[config.mk]
export PLATFORM = sky130hd
export DESIGN_NAME = fpu_ret_collect_flat
export DESIGN_NICKNAME = d
export VERILOG_FILES = /design/src/rtl/fpu_ret_collect_if.sv /design/src/rtl/fpu_ret_collect.sv /design/src/flat_wrapper.sv
export SDC_FILE = /design/constraint.sdc
export NUM_CORES = 1
export LEC_CHECK = 0
export ABC_AREA = 1
export CAP_MARGIN = 10
export CORE_ASPECT_RATIO = 0.6
export CORE_MARGIN = 2
export CORE_UTILIZATION = 29
export CTS_CLUSTER_DIAMETER = 40
export DETAILED_ROUTE_END_ITERATION = 10
export GPL_ROUTABILITY_DRIVEN = 0
export PLACE_DENSITY = 0.57
export SLEW_MARGIN = 30
export SYNTH_ARGS = -nofsm -noshare
export SYNTH_HDL_FRONTEND = slang
export SYNTH_SLANG_ARGS = --single-unit
export TNS_END_PERCENT = 1
[constraint.sdc]
create_clock -name clk -period 4.45 [get_ports clk]
set_input_delay 0.445 -clock clk [delete_from_list [all_inputs] [get_ports clk]]
set_output_delay 0.445 -clock clk [all_outputs]
set_load 0.03 [all_outputs]
[src/rtl/fpu_ret_collect_if.sv]
// Bus bundle between FP completion ports, the retire collector and the retire consumer.
// Handshake: an entry moves when out_vld & out_rdy at a rising edge; out_vld never waits on out_rdy.
interface fpu_ret_collect_if #(
    parameter int CNTW = 4
);
    logic [13:0]     u1_ret;
    logic            u1_ret_en;
    logic [13:0]     u3_ret;
    logic            u3_ret_en;
    logic [13:0]     u5_ret;
    logic            u5_ret_en;
    logic [15:0]     out_ret;
    logic            out_vld;
    logic            out_rdy;
    logic            stall;
    logic [5:0]      flags;
    logic            flag_clr;
    logic            ovf;
    logic [CNTW-1:0] count;

    modport master (
        output u1_ret, u1_ret_en, u3_ret, u3_ret_en, u5_ret, u5_ret_en, out_rdy, flag_clr,
        input  out_ret, out_vld, stall, flags, ovf, count
    );

    modport slave (
        input  u1_ret, u1_ret_en, u3_ret, u3_ret_en, u5_ret, u5_ret_en, out_rdy, flag_clr,
        output out_ret, out_vld, stall, flags, ovf, count
    );
endinterface

[src/rtl/fpu_ret_collect.sv]
// Retire-side collector: up to three FP ret words per cycle into an in-order FIFO, one drained per cycle.
// Optional FPRET_BYPASS_EN: a lone word arriving at an empty FIFO is presented combinationally.
module fpu_ret_collect #(
    parameter int DEPTH = 8,
    parameter int CNTW  = $clog2(DEPTH) + 1
) (
    input  logic              clk,
    input  logic              rst,
    fpu_ret_collect_if.slave  bus
);
    localparam int AW = $clog2(DEPTH);

    logic [15:0]     mem [DEPTH];
    logic [AW-1:0]   wr_ptr, rd_ptr;
    logic [CNTW-1:0] count_q;
    logic            out_vld_q;
    logic [15:0]     out_ret_q;
    logic            stall_q;
    logic [5:0]      flags_q;
    logic            ovf_q;

    logic [13:0]     ret_v [3];
    logic [2:0]      en_v;

    logic            we    [3];
    logic [AW-1:0]   waddr [3];
    logic [15:0]     wdata [3];
    logic [1:0]      n_acc;
    logic            ovf_set;
    logic [5:0]      flag_acc;
    logic            byp;
    logic [15:0]     byp_word;
    logic            pop;
    logic [CNTW-1:0] free_now;
    logic [CNTW-1:0] count_nx;
    logic [AW-1:0]   rd_ptr_nx;
    logic [15:0]     head_nx;

    assign ret_v[0] = bus.u1_ret;
    assign ret_v[1] = bus.u3_ret;
    assign ret_v[2] = bus.u5_ret;
    assign en_v     = {bus.u5_ret_en, bus.u3_ret_en, bus.u1_ret_en};

    assign pop      = out_vld_q & bus.out_rdy;
    assign free_now = CNTW'(DEPTH) - count_q;

    always_comb begin
        n_acc    = '0;
        ovf_set  = 1'b0;
        flag_acc = '0;
        byp      = 1'b0;
        byp_word = '0;
        for (int k = 0; k < 3; k++) begin
            we[k]    = 1'b0;
            waddr[k] = wr_ptr;
            wdata[k] = '0;
        end
`ifdef FPRET_BYPASS_EN
        // Reset gates the bypass so outputs drop to zero as soon as rst falls.
        if (rst && (count_q == '0) && (en_v == 3'b001 || en_v == 3'b010 || en_v == 3'b100)) begin
            byp = 1'b1;
        end
        for (int k = 0; k < 3; k++) begin
            if (en_v[k]) byp_word = {2'(k), ret_v[k]};
        end
`endif
        // Capacity is judged against the count at cycle start; a same-cycle pop frees nothing.
        for (int k = 0; k < 3; k++) begin
            if (en_v[k]) begin
                if (CNTW'(n_acc) < free_now) begin
                    flag_acc = flag_acc | ret_v[k][5:0];
                    if (!(byp && bus.out_rdy)) begin
                        we[k]    = 1'b1;
                        waddr[k] = wr_ptr + AW'(n_acc);
                        wdata[k] = {2'(k), ret_v[k]};
                        n_acc    = n_acc + 2'd1;
                    end
                end else begin
                    ovf_set = 1'b1;
                end
            end
        end
    end

    assign count_nx  = count_q + CNTW'(n_acc) - CNTW'(pop);
    assign rd_ptr_nx = rd_ptr + AW'(pop);

    // Next head may be a slot written on this very edge, so forward the write data.
    always_comb begin
        head_nx = mem[rd_ptr_nx];
        for (int k = 0; k < 3; k++) begin
            if (we[k] && (waddr[k] == rd_ptr_nx)) head_nx = wdata[k];
        end
    end

    always_ff @(posedge clk) begin
        for (int k = 0; k < 3; k++) begin
            if (we[k]) mem[waddr[k]] <= wdata[k];
        end
    end

    always_ff @(posedge clk or negedge rst) begin
        if (!rst) begin
            wr_ptr    <= '0;
            rd_ptr    <= '0;
            count_q   <= '0;
            out_vld_q <= 1'b0;
            out_ret_q <= '0;
            stall_q   <= 1'b0;
            flags_q   <= '0;
            ovf_q     <= 1'b0;
        end else begin
            wr_ptr    <= wr_ptr + AW'(n_acc);
            rd_ptr    <= rd_ptr_nx;
            count_q   <= count_nx;
            out_vld_q <= (count_nx != '0);
            out_ret_q <= (count_nx != '0) ? head_nx : 16'h0000;
            stall_q   <= (CNTW'(DEPTH) - count_nx) < CNTW'(3);
            flags_q   <= (bus.flag_clr ? 6'h00 : flags_q) | flag_acc;
            ovf_q     <= ovf_q | ovf_set;
        end
    end

    assign bus.out_vld = out_vld_q | byp;
    assign bus.out_ret = byp ? byp_word : out_ret_q;
    assign bus.stall   = stall_q;
    assign bus.flags   = flags_q;
    assign bus.ovf     = ovf_q;
    assign bus.count   = count_q;
endmodule

[src/flat_wrapper.sv]
// flat-port wrapper written by rule: the top's interface ports become plain ports
module fpu_ret_collect_flat 
#(
    parameter int DEPTH = 8,
    parameter int CNTW  = $clog2(DEPTH) + 1
)
  (clk, rst, bus_u1_ret, bus_u1_ret_en, bus_u3_ret, bus_u3_ret_en, bus_u5_ret, bus_u5_ret_en, bus_out_rdy, bus_flag_clr, bus_out_ret, bus_out_vld, bus_stall, bus_flags, bus_ovf, bus_count);
  fpu_ret_collect_if #(.CNTW(CNTW)) bus_i ();
  input  logic clk;
  input  logic rst;
  input wire logic [$bits(bus_i.u1_ret)-1:0] bus_u1_ret;
  input wire logic [$bits(bus_i.u1_ret_en)-1:0] bus_u1_ret_en;
  input wire logic [$bits(bus_i.u3_ret)-1:0] bus_u3_ret;
  input wire logic [$bits(bus_i.u3_ret_en)-1:0] bus_u3_ret_en;
  input wire logic [$bits(bus_i.u5_ret)-1:0] bus_u5_ret;
  input wire logic [$bits(bus_i.u5_ret_en)-1:0] bus_u5_ret_en;
  input wire logic [$bits(bus_i.out_rdy)-1:0] bus_out_rdy;
  input wire logic [$bits(bus_i.flag_clr)-1:0] bus_flag_clr;
  output wire logic [$bits(bus_i.out_ret)-1:0] bus_out_ret;
  output wire logic [$bits(bus_i.out_vld)-1:0] bus_out_vld;
  output wire logic [$bits(bus_i.stall)-1:0] bus_stall;
  output wire logic [$bits(bus_i.flags)-1:0] bus_flags;
  output wire logic [$bits(bus_i.ovf)-1:0] bus_ovf;
  output wire logic [$bits(bus_i.count)-1:0] bus_count;
  assign bus_i.u1_ret = bus_u1_ret;
  assign bus_i.u1_ret_en = bus_u1_ret_en;
  assign bus_i.u3_ret = bus_u3_ret;
  assign bus_i.u3_ret_en = bus_u3_ret_en;
  assign bus_i.u5_ret = bus_u5_ret;
  assign bus_i.u5_ret_en = bus_u5_ret_en;
  assign bus_i.out_rdy = bus_out_rdy;
  assign bus_i.flag_clr = bus_flag_clr;
  assign bus_out_ret = bus_i.out_ret;
  assign bus_out_vld = bus_i.out_vld;
  assign bus_stall = bus_i.stall;
  assign bus_flags = bus_i.flags;
  assign bus_ovf = bus_i.ovf;
  assign bus_count = bus_i.count;
  fpu_ret_collect #(.DEPTH(DEPTH), .CNTW(CNTW)) u_core (.clk(clk), .rst(rst), .bus(bus_i));
endmodule
# Word level (Yosys, flattened, before mapping)

Memories as Yosys holds them, arrays and structs flattened.
Index checks and enable logic that the tools add are counted.

Multiply operators: 0
Muxes and demuxes: 45
$lt $le $gt $ge: 4
Reductions and logical operators: 4
Add/sub/neg operators: 10
Eq/ne operators: 3
Shift-type cells: 0
Divide/modulo/power cells: 0
Bitwise gates (word level): 5

Operators with widths:

| cell                                                        | number |
|---|---|
| 2-to-1 mux 16 bit                                           | 7 |
| 2-to-1 mux 6 bit                                            | 7 |
| 2-to-1 mux 14 bit                                           | 2 |
| 2-to-1 mux 1 bit                                            | 20 |
| OR 6 bit                                                    | 3 |
| 2-to-1 mux 15 bit                                           | 1 |
| 2-to-1 mux 3 bit                                            | 4 |
| == test 3 bit                                               | 3 |
| 2-to-1 mux 2 bit                                            | 4 |
| subtractor 4 bit (first input constant)                     | 2 |
| adder 3 x 1 -> 3 bit                                        | 2 |
| adder 3 x 2 -> 3 bit                                        | 2 |
| adder 4 x 2 -> 4 bit                                        | 1 |
| less-than comparator 1 x 4 -> 1 bit                         | 1 |
| less-than comparator 1 x 4 -> 1 bit (first input constant)  | 1 |
| less-than comparator 2 x 4 -> 1 bit                         | 1 |
| less-than comparator 4 x 2 -> 1 bit (second input constant) | 1 |
| nonzero test 4 bit                                          | 1 |
| subtractor 4 x 1 -> 4 bit                                   | 1 |
| logical AND 1 bit                                           | 3 |
| adder 1 x 1 -> 2 bit (second input constant)                | 1 |
| adder 2 x 1 -> 2 bit (second input constant)                | 1 |
| bitwise AND 1 bit                                           | 1 |
| OR 1 bit                                                    | 1 |

Output and inout bits: 29
Bits of input ports: 49
Bits in read-only memories: 0
Register bits after elaboration: 35
Bits in latches: 0
Logic and storage cells: 80
Memories kept: 1
Bits in writable memories: 128

Memories:

| memory     | words | width | read ports | clocked after memory_dff | wr ports | RTL line              | source |
|---|---|---|---|---|---|---|---|
| u_core.mem | 8     | 16    | 1          | 0                        | 3        | fpu_ret_collect.sv:13 | `logic [15:0] mem [DEPTH];` |

# Depth between registers and ports, before layout

Word-level depth: 14
Gate-level depth with buffers: 33

# Worst setup path before layout

Ideal clock, no wire load.

Kind: reg-to-reg
Start point: reg u_core.count_q[0] (netlist: u_core.bus.count[0])
End point: reg u_core.out_ret_q[10] (netlist: u_core.bus.out_ret[10])
Data arrival time: 4490 ps
Cell stages (with the launch flop): 32
Buffers on the path: 3
Clock period less this slack: 4606 ps
Path slack: -156 ps
Path through: dfrtp_1 > inv_1 > ha_1 > inv_1 > nand2_1 > nand2_1 > nand4_1 > nand2_1 > buf_4 > inv_4 > ha_1 > nand2_1 > inv_1 > ha_1 > nand2_1 > nand2_2 > nand2_4 > nand2_2 > buf_6 > inv_2 > nand2_1 > xor2_1 > ha_1 > fa_1 > inv_1 > nor2_1 > nand2_1 > nor2_1 > inv_1 > buf_2 > nand2_1 > nor2_1

Word-level cells in the longest chain between the ends: 14
Elaborated cells on any way between the ends: 42

RTL lines:

| element                                                                     | RTL line                                     | source |
|---|---|---|
| start: declaration                                                          | fpu_ret_collect.sv:15                        | `logic [CNTW-1:0] count_q;` |
| start signal: assignment                                                    | fpu_ret_collect.sv:115                       | `count_q <= count_nx;` |
| subtractor 4 bit                                                            | fpu_ret_collect.sv:45                        | `assign free_now = CNTW'(DEPTH) - count_q;` |
| less-than comparator 1 x 4 -> 1 bit                                         | fpu_ret_collect.sv:70                        | `if (CNTW'(n_acc) < free_now) begin` |
| 2-to-1 mux 1 bit                                                            | fpu_ret_collect.sv:70                        |  |
| 2-to-1 mux 1 bit                                                            | fpu_ret_collect.sv:69                        | `if (en_v[k]) begin` |
| less-than comparator 1 x 4 -> 1 bit or adder 1 x 1 -> 2 bit (tied branches) | fpu_ret_collect.sv:70, fpu_ret_collect.sv:76 |  |
| 2-to-1 mux 2 bit                                                            | fpu_ret_collect.sv:70                        |  |
| 2-to-1 mux 2 bit                                                            | fpu_ret_collect.sv:69                        |  |
| less-than comparator 2 x 4 -> 1 bit or adder 2 x 1 -> 2 bit (tied branches) | fpu_ret_collect.sv:70, fpu_ret_collect.sv:76 |  |
| 2-to-1 mux 2 bit                                                            | fpu_ret_collect.sv:70                        |  |
| 2-to-1 mux 2 bit                                                            | fpu_ret_collect.sv:69                        |  |
| adder 4 x 2 -> 4 bit *                                                      | fpu_ret_collect.sv:85                        | `assign count_nx = count_q + CNTW'(n_acc) - CNTW'(pop);` |
| subtractor 4 x 1 -> 4 bit *                                                 | fpu_ret_collect.sv:85                        |  |
| net u_core.count_nx[1]                                                      | fpu_ret_collect.sv:35                        | `logic [CNTW-1:0] count_nx;` |
| nonzero test 4 bit *                                                        | fpu_ret_collect.sv:117                       | `out_ret_q <= (count_nx != '0) ? head_nx : 16'h0000;` |
| 2-to-1 mux 16 bit *                                                         | fpu_ret_collect.sv:117                       |  |
| end signal: assignment                                                      | fpu_ret_collect.sv:117                       |  |
| end: declaration                                                            | fpu_ret_collect.sv:17                        | `logic [15:0] out_ret_q;` |

Mark *: on every way through the listed nets, which the timed path passes. The rest lies on a longest branch.

# Worst setup path after layout

Start point: reg u_core.count_q[0] (netlist: u_core.bus.count[0])
End point: reg u_core.out_ret_q[5] (netlist: u_core.bus.out_ret[5])

Same word-level chain as after synthesis.

==> flow_summary_export.csv <==
group,metric,value,unit
synthesis,ys_ff_latch,163,
synthesis,yosysSeqAreaShare,0.439,
critical_path,crit_required,4.79,ns
global_routing,grt.total_usage,0.202,
floorplan,num_rows,54,
global_routing,grt_overflow_total,0,
drt,wl,38300,um
synthesis,ys_types,38,
layout,diodes,0,
drt,drt-wirelength-per-cell,19.7,um
critical_path,cp_num_cells,29,
drt,vias,9973,
timing,relSlewSlack,0.352,
drt,dr.first_iter.drc_count,1158,
timing,fin_crit,4.26,ns
timing,maxSlewViolCount,0,
critical_path,worst-path-buf-inv,8,
drt,top_layer_used,"met5",
critical_path,crit_top_cell,"nand2_2",
critical_path,rr_worst_depth,29,
floorplan,die_h,152,um
synthesis,syn_avg_cell_area,7.59,sq um
synthesis,synth-warning-count,0,
critical_path,crit_type,"flop to flop",
drt,dr_wl_met2,16400,um
timing,min_period_over_period,0.957,
global_routing,grt_max_degree,64,
clock_network,cts-buffers-inserted,17,
synthesis,syn_area,10600,sq um
drt,ant_nets,0,
critical_path,startpoint_type,"flop",
layout,syn2layout_area_growth,20.2,%
drt,drt_first_pass_iters,6,
clock_network,cts_tree,"built",
synthesis,synth_edf_count,120,
global_routing,grt_pass1_vias,9256,
timing,tns,0,ns
timing,worst_pin_slew,0.971,ns
clock_network,clockBufferDepth,2,
layout,drive_gt1_frac,0.106,
critical_path,r2r-end,"u_core.bus.out_ret[5]",
drt,drc,0,
place,portBuffers,77,
global_routing,grt_pass1_wl,57700,um
power_and_ir_drop,p_leak,5.48,nW
status,outcome,"completed",
critical_path,startpoint,"u_core.bus.count[0]",
run,cap_violations,0,
clock_network,clk_pin_slew_worst_paths,0.06,ns
critical_path,cpLargestDelayFamily,"adder cells",
synthesis,ys_async_sr_fraction,0.215,
drt,wl_met3,3650,um
floorplan,die-area,38100,sq um
floorplan,ios,78,
drt,drt-vias-per-instance,5.12,
timing,max_freq,235,MHz
clock_network,root_buffer,"clkbuf_16",
critical_path,crit_end,"u_core.bus.out_ret[5]",
power_and_ir_drop,vdd_ir_drop_max,0.000350,V
clock_network,h-tree-depth,4,
clock_network,clock_sinks,163,
critical_path,slowest_delay,0.56,ns
drt,wl_met1,17700,um
power_and_ir_drop,power_density,931,nW/um^2
synthesis,ys.flop_type,"edfxtp_1",
critical_path,critPathMaxFanout,6,
floorplan,start_util,0.293,
timing,skew,0.0120,ns
critical_path,crit_path_end_kind,"flop",
hold_path,min-delay-path-class,"input pin to async pin",
timing,setup_violations,0,
critical_path,crit_arrival,4.60,ns
clock_network,clk_latency,0.46,ns
floorplan,core-area,36100,sq um
critical_path,worstReg2RegStart,"u_core.bus.count[0]",
layout,fin_nets,1527,
critical_path,crit_slowest_cell,"fa_1",
layout,final_core_util,0.352,
floorplan,die_w,251,um
global_routing,antenna_found_initial,1,
synthesis,syn_nets,1460,
synthesis,syn_inst,1394,
place,dp_hpwl,26000,um
critical_path,regToRegSetupSlack,0.19,ns
timing,hold_viol,0,
synthesized netlist by cell type, drive strengths merged, types with 14 or more instances:
library cell  instances  share of area
ha                   14          0.017
nand3                88          0.047
buf                  62          0.039
nor2                147          0.062
inv                 103          0.037
a21oi                15         0.0071
dfrtp                35          0.083
clkbuf               22         0.0078
nand2               446           0.16
o221ai               14          0.012
edfxtp              120           0.34
o21ai               283           0.13
stage by stage:
| step | worst slack [ns] | power, mW | std cells | hold WS (ns) | area [sq um] |
|---|---|---|---|---|---|
| floorplan | 0.0255 | 7.42 | 1394 | 0.149 | 10600 |
| global placement | 0.0640 | 9.57 | 1907 | 0.488 | 11800 |
| detailed placement | -0.0365 | 9.69 | 1907 | 0.490 | 11800 |
| CTS | 0.0390 | 11.6 | 1940 | 0.124 | 12600 |
| global route | -0.0499 | 12.7 | 1949 | 0.531 | 12700 |
| finish | 0.190 | 11.8 | 1949 | 0.488 | 12700 |
worst min path at each step:
stage               slack [ns]               endpoint                 from
global placement          0.49         u_core.bus.ovf       u_core.bus.ovf
finish                    0.49  u_core.bus.out_ret[7]                  rst
CTS                       0.12    u_core.bus.count[2]                  rst
detailed placement        0.49         u_core.bus.ovf       u_core.bus.ovf
floorplan                 0.15    u_core.bus.count[0]                  rst
global route              0.53    u_core.bus.flags[3]  u_core.bus.flags[3]
layer usage:
| layer | vias to the layer above | track usage |
|---|---|---|
| li1 | 4780 | - |
| met3 | 48 | 0.0480 |
| met1 | 4682 | 0.294 |
| met2 | 461 | 0.301 |
| met4 | 2 | 0.0453 |
| met5 | - | 0 |
where the power goes:
part | total, mW | internal [mW] | switching [mW]
logic | 7.06 | 2.26 | 4.80
clock network | 1.81 | 1.16 | 0.650
registers | 2.97 | 2.71 | 0.259
total | 11.8 | 6.12 | 5.71
kinds of logic (layout without fill, tap and decap cells):
family / Yosys count / after routing / synth area share
adder cells (fa/ha/maj): 17 / 17 / 0.0222
flip-flops: 163 / 163 / 0.439
AND/OR/NAND/NOR: 697 / 697 / 0.283
XOR/XNOR: 13 / 13 / 0.0143
AO/OA/AOI/OAI: 317 / 317 / 0.158
buffers and inverters: 187 / 266 / 0.0843
cell type report:
type	instances	area, sq um
fillers	3711	23400
flip-flops and latches	163	4640
clock buffers	19	433
well taps	476	596
clock inverters	12	259
multi-input cells	1044	5120
repair buffers	132	1260
inverters	103	400
cells in the final DEF, fill, tap and decap left out, types with 4 or more instances in the layout:
master,instances
nand2_1,424
o21ai_0,155
nor2_1,132
o21ai_1,127
edfxtp_1,120
inv_1,90
nand3_1,76
clkdlybuf4s50_1,76
buf_4,49
dfrtp_1,33
clkbuf_16,18
nand2_2,17
a21oi_1,15
o221ai_1,14
nand3_2,12
ha_1,11
nand4_1,10
nor2_4,9
inv_2,8
bufinv_16,8
dfxtp_1,8
nand2_4,5
xor2_2,5
buf_12,5
xor2_1,4
nand3b_1,4
nor2_2,4
inv_4,4
sequential cells by signal (all words and copies together) (netlist names):
register            flops
u_core.wr_ptr           3
u_core.bus.flags        6
u_core.bus.ovf          1
u_core.bus.count        4
u_core.bus.out_vld      1
u_core.rd_ptr           3
u_core.bus.out_ret     16
u_core.bus.stall        1
u_core.mem            128
timing repair:
item                                    in CTS  in global routing
buffers inserted                             2                  7
pin swaps                                    0                  9
hold buffers                                 0                  1
resized for setup                            1                 15
gates cloned                                 0                  1
endpoints found under the setup margin       1                 16
endpoints found under the hold margin        0                 13
(Power assumes the default switching activity.)
